$ cat src/rtl/logic_acc_pkg.sv
// logic_acc shared types: op codes, FSM states
// and the completed-operation counter width.
package logic_acc_pkg;

  typedef enum logic [1:0] {
    OP_XOR  = 2'b00,
    OP_AND  = 2'b01,
    OP_OR   = 2'b10,
    OP_LOAD = 2'b11
  } op_e;

  typedef enum logic {
    S_IDLE   = 1'b0,
    S_RESULT = 1'b1
  } state_e;

  localparam int OPS_W = 4;

endpackage

$ cat src/rtl/logic_acc_unit.sv
// logic_acc combinational op unit: y = f(a, b, op).
// The XOR path is built from one xor_gate per bit.
module xor_gate (
  input  logic a,
  input  logic b,
  output logic y
);

  assign y = a ^ b;

endmodule

module logic_unit
  import logic_acc_pkg::*;
#(
  parameter int WIDTH = 4
) (
  input  logic [WIDTH-1:0] a,
  input  logic [WIDTH-1:0] b,
  input  logic [1:0]       op,
  output logic [WIDTH-1:0] y
);

  logic [WIDTH-1:0] x;

  for (genvar i = 0; i < WIDTH; i++) begin : g_xor
    xor_gate u_xor (
      .a (a[i]),
      .b (b[i]),
      .y (x[i])
    );
  end

  // select the bitwise result for the op code
  always_comb begin
    y = b;
    unique case (op_e'(op))
      OP_XOR:  y = x;
      OP_AND:  y = a & b;
      OP_OR:   y = a | b;
      OP_LOAD: y = b;
      default: y = b;
    endcase
  end

endmodule

$ cat src/rtl/logic_acc.sv
// logic_acc: bitwise accumulator with valid/ready
// handshake. Parity: define LOGIC_ACC_PARITY_EN.
module logic_acc
  import logic_acc_pkg::*;
#(
  parameter int WIDTH = 4
) (
  input  logic             clk,
  input  logic             rst_n,
  input  logic             clr,
  input  logic             in_valid,
  output logic             in_ready,
  input  logic [1:0]       in_op,
  input  logic [WIDTH-1:0] in_data,
  output logic             out_valid,
  input  logic             out_ready,
  output logic [WIDTH-1:0] out_acc,
  output logic             out_zero,
  output logic             out_parity,
  output logic [OPS_W-1:0] ops_done
);

  state_e           state_q, state_d;
  logic [WIDTH-1:0] acc_q, acc_d;
  logic [OPS_W-1:0] ops_q, ops_d;
  logic [WIDTH-1:0] op_y;

  logic_unit #(
    .WIDTH (WIDTH)
  ) u_unit (
    .a  (acc_q),
    .b  (in_data),
    .op (in_op),
    .y  (op_y)
  );

  // next state: clear beats accept and release
  always_comb begin
    state_d = state_q;
    acc_d   = acc_q;
    ops_d   = ops_q;
    if (clr) begin
      state_d = S_IDLE;
      acc_d   = '0;
    end else begin
      unique case (state_q)
        S_IDLE: begin
          if (in_valid) begin
            acc_d   = op_y;
            state_d = S_RESULT;
          end
        end
        S_RESULT: begin
          if (out_ready) begin
            ops_d   = ops_q + 1'b1;
            state_d = S_IDLE;
          end
        end
        default: state_d = S_IDLE;
      endcase
    end
  end

  // state, accumulator and op counter registers
  always_ff @(posedge clk or negedge rst_n) begin
    if (!rst_n) begin
      state_q <= S_IDLE;
      acc_q   <= '0;
      ops_q   <= '0;
    end else begin
      state_q <= state_d;
      acc_q   <= acc_d;
      ops_q   <= ops_d;
    end
  end

  assign in_ready  = (state_q == S_IDLE);
  assign out_valid = (state_q == S_RESULT);
  assign out_acc   = acc_q;
  assign out_zero  = (acc_q == '0);
  assign ops_done  = ops_q;

`ifdef LOGIC_ACC_PARITY_EN
  assign out_parity = ^acc_q;
`else
  assign out_parity = 1'b0;
`endif

endmodule

$ cat config.mk
export PLATFORM = sky130hd
export DESIGN_NAME = logic_acc
export DESIGN_NICKNAME = d
export VERILOG_FILES = /design/src/rtl/logic_acc_pkg.sv /design/src/rtl/logic_acc_unit.sv /design/src/rtl/logic_acc.sv
export SDC_FILE = /design/constraint.sdc
export NUM_CORES = 1
export LEC_CHECK = 0
export BUFFER_PORTS_ARGS = -buffer_cell sky130_fd_sc_hd__buf_2
export CAP_MARGIN = 0
export CORE_MARGIN = 4
export CORE_UTILIZATION = 40
export CTS_BUF_LIST = sky130_fd_sc_hd__clkbuf_8
export DETAILED_ROUTE_END_ITERATION = 8
export PLACE_DENSITY = 0.8
export SLEW_MARGIN = 20
export SYNTH_ARGS = -nofsm -noshare
export SYNTH_HDL_FRONTEND = slang
export SYNTH_SLANG_ARGS = --single-unit
$ cat constraint.sdc
create_clock -name clk -period 1.3 [get_ports clk]
set_input_delay 0.13 -clock clk [delete_from_list [all_inputs] [get_ports clk]]
set_output_delay 0.13 -clock clk [all_outputs]
set_load 0.005 [all_outputs]
==> flow_summary_export.csv <==
group,metric,value,unit
worst_setup_path,crit_required,1.45,ns
yosys,synthCells,65,
power_and_ir_drop,p_int,748,uW
route,vias_per_cell,4.98,
timing,final.setup.worst_slack,-0.132,ns
final_layout,syn2layout_area_growth,33.1,%
route,drc,0,
min_path,hold_path_end,"out_valid",
clock_network,cts-root-buf,"clkbuf_8",
worst_setup_path,path_max_fanout,2,
worst_setup_path,crit_start,"out_acc[3]",
worst_setup_path,rr_endpoint,"out_acc[3]",
die,start_util,0.429,
min_path,hp-start,"out_ready",
route,firstDrtPassIters,3,
worst_setup_path,cp-end-kind,"register",
die,placementRows,14,
power_and_ir_drop,p_leak,0.000465,uW
timing,skew,0.00167,ns
route,via_count,528,
final_layout,final_common_cell,"buf_2",
grt,grt_antenna_before_repair,0,
worst_setup_path,cp-start-kind,"register",
outcome,status,"finished, violations left",
clock_network,clk_pin_slew,0.04,ns
final_layout,regArea,225,sq um
grt,grt_max_degree,10,
timing,finalMaxSlewViolations,0,
worst_setup_path,worstPathArrival,1.58,ns
yosys,syn_nets,85,
grt,met2_usage,0.193,
power_and_ir_drop,pwr-share-clk,0.296,
job,maxCapViolCount,0,
yosys,ys_seq_area_frac,0.340,
timing,fin_crit_sh,1.10,
clock_network,htreeDepth,1,
placement,port_buffers,21,
worst_setup_path,rr_worst_depth,5,
power_and_ir_drop,seqPwrFrac,0.388,
timing,rsz0062_at_grt,"true",
die,die_x,48.7,um
final_layout,final_cell_mix,"21 x buf_2, 16 x inv_1, 9 x dfrtp_1",
die,die_y,48.7,um
final_layout,multi_input_area,370,sq um
placement,placed_cells,101,
power_and_ir_drop,p_comb_frac,0.315,
grt,grt_pass1_wl,2400,um
min_path,hold_path.class,"in2reg",
timing,hold_ws,0.0987,ns
yosys,avgSynthCellArea,10.2,sq um
die,die-area,2370,sq um
route,drtIter0Drc,8,
power_and_ir_drop,switchingPower,323,uW
grt,busiest_layer,"met2",
yosys,yosysWarnings,0,
worst_setup_path,r2r_slack,-0.13,ns
final_layout,fillers,133,
route,routedWlPerCell,12.5,um
clock_network,cts_sinks,9,
grt,met3_usage,0.0491,
timing,finalCriticalPeriod,1.43,ns
route,wl,1320,um
clock_network,cts_tree,"done",
placement,hpwl,1050,um
placement,gp_congestion,0.723,
die,core_area,1540,sq um
clock_network,numCtsBuffers,3,
grt,first_global_vias,554,
yosys,synth.ff_latch_count,9,
outcome,violations,"setup timing",
min_path,hold_path_depth,2,
grt,grt_usage,0.130,
grt,grt_use_met1,0.157,
power_and_ir_drop,powerDensity,1220,nW/um^2
grt,gr-total-overflow,0,
final_layout,drive_above_1_share,0.467,
final_layout,final_cells,106,
yosys,synth_area,662,sq um
power_and_ir_drop,swShare,0.301,
route,ant_nets,0,
timing,clock.fmax,698,MHz
yosys,synth.distinct_cells,17,
worst_setup_path,critPathKind,"reg2reg",
clock_network,insertion_delay,0.23,ns
power_and_ir_drop,ir_drop,0.000408,V
clock_network,cts_buffer_depth,2,
final_layout,antenna_cells,0,
final_layout,nets,111,
worst_setup_path,reg2reg_from,"out_acc[3]",
timing,setup_viol,4,
timing,tns,-0.491,ns
die,ioPinCount,23,
timing,hold_viol,0,
==> sequential cells by signal, summed over array words and instances, names as in the netlist <==
register   flops
out_acc        4
ops_done       4
out_valid      1
==> power groups by stage <==
stage	registers, uW	logic [uW]	clock network [uW]
floorplan	426	176	0
global placement	413	313	0
detailed placement	419	328	0
CTS	416	336	331
global route	429	382	353
finish	416	338	317
==> what timing repair did <==
item	4_1_cts	5_1_grt
gates cloned	0	0
buffers inserted	0	0
pin swaps	0	3
hold buffers	1	0
resized for setup	1	4
setup endpoints to repair	5	5
hold endpoints to repair	9	0
==> Yosys cell counts (all sizes together) <==
library cell / number / area (sq um)
nand2: 1 / 3.75
nor2b: 1 / 6.26
conb: 1 / 3.75
inv: 17 / 63.8
buf: 6 / 41.3
a211oi: 5 / 37.5
mux2: 1 / 11.3
ha: 9 / 113
dfrtp: 9 / 225
xnor2: 2 / 17.5
nor4: 1 / 6.26
nand4: 1 / 6.26
mux4: 4 / 90.1
and3b: 1 / 8.76
nor2: 5 / 18.8
xor2: 1 / 8.76
==> stage by stage <==
step	util	power (uW)	instance area, sq um	setup slack, ns
6_report	0.571	1070	881	-0.132
5_1_grt	0.571	1160	881	-0.198
4_1_cts	0.561	1080	865	-0.144
3_5_place_dp	0.521	747	803	-0.122
3_3_place_gp	0.521	726	803	-0.0782
2_1_floorplan	-	603	682	-0.106
==> area by class of cell <==
type | count | area share
well taps | 16 | 0.0227
clock inverters | 1 | 0.00426
inverters | 17 | 0.0724
flip-flops and latches | 9 | 0.256
multi-input cells | 33 | 0.420
repair buffers | 27 | 0.178
clock buffers | 3 | 0.0469
==> how the worst max path moves through the flow <==
stage	endpoint	slack [ns]	cells past startpoint
after floorplan	out_acc[0]	-0.11	5
after global placement	out_acc[2]	-0.08	5
after detailed placement	out_acc[3]	-0.12	5
after CTS	out_acc[3]	-0.14	5
after global routing	out_acc[3]	-0.20	5
final	out_acc[3]	-0.13	5
==> layer usage <==
metal  up-vias  wire (um)  share of wire
met5         -          0              0
met4         0         36          0.027
met3         3        127          0.096
met2        22        584           0.44
met1       249        575           0.43
li1        254          -              -
==> logic make-up (layout without fill, tap and decap cells) <==
logic type	count (synthesis)	count (layout)	share of synthesized area
AOI/OAI and AO/OA	5	5	0.0567
xor gates and xnor gates	3	3	0.0397
adders and majority gates	9	9	0.170
buffers and inverters	23	48	0.159
DFF	9	9	0.340
muxes	5	5	0.153
other	1	1	0.00567
and+or+nand+nor	10	10	0.0756
==> critical path, cell delays in order, from the launching register on <==
cell and delay (ns):
dfrtp_1 0.36, inv_1 0.05, ha_1 0.27, inv_1 0.03, mux4_2 0.45, a211oi_2 0.19
(Power assumes the default switching activity.)
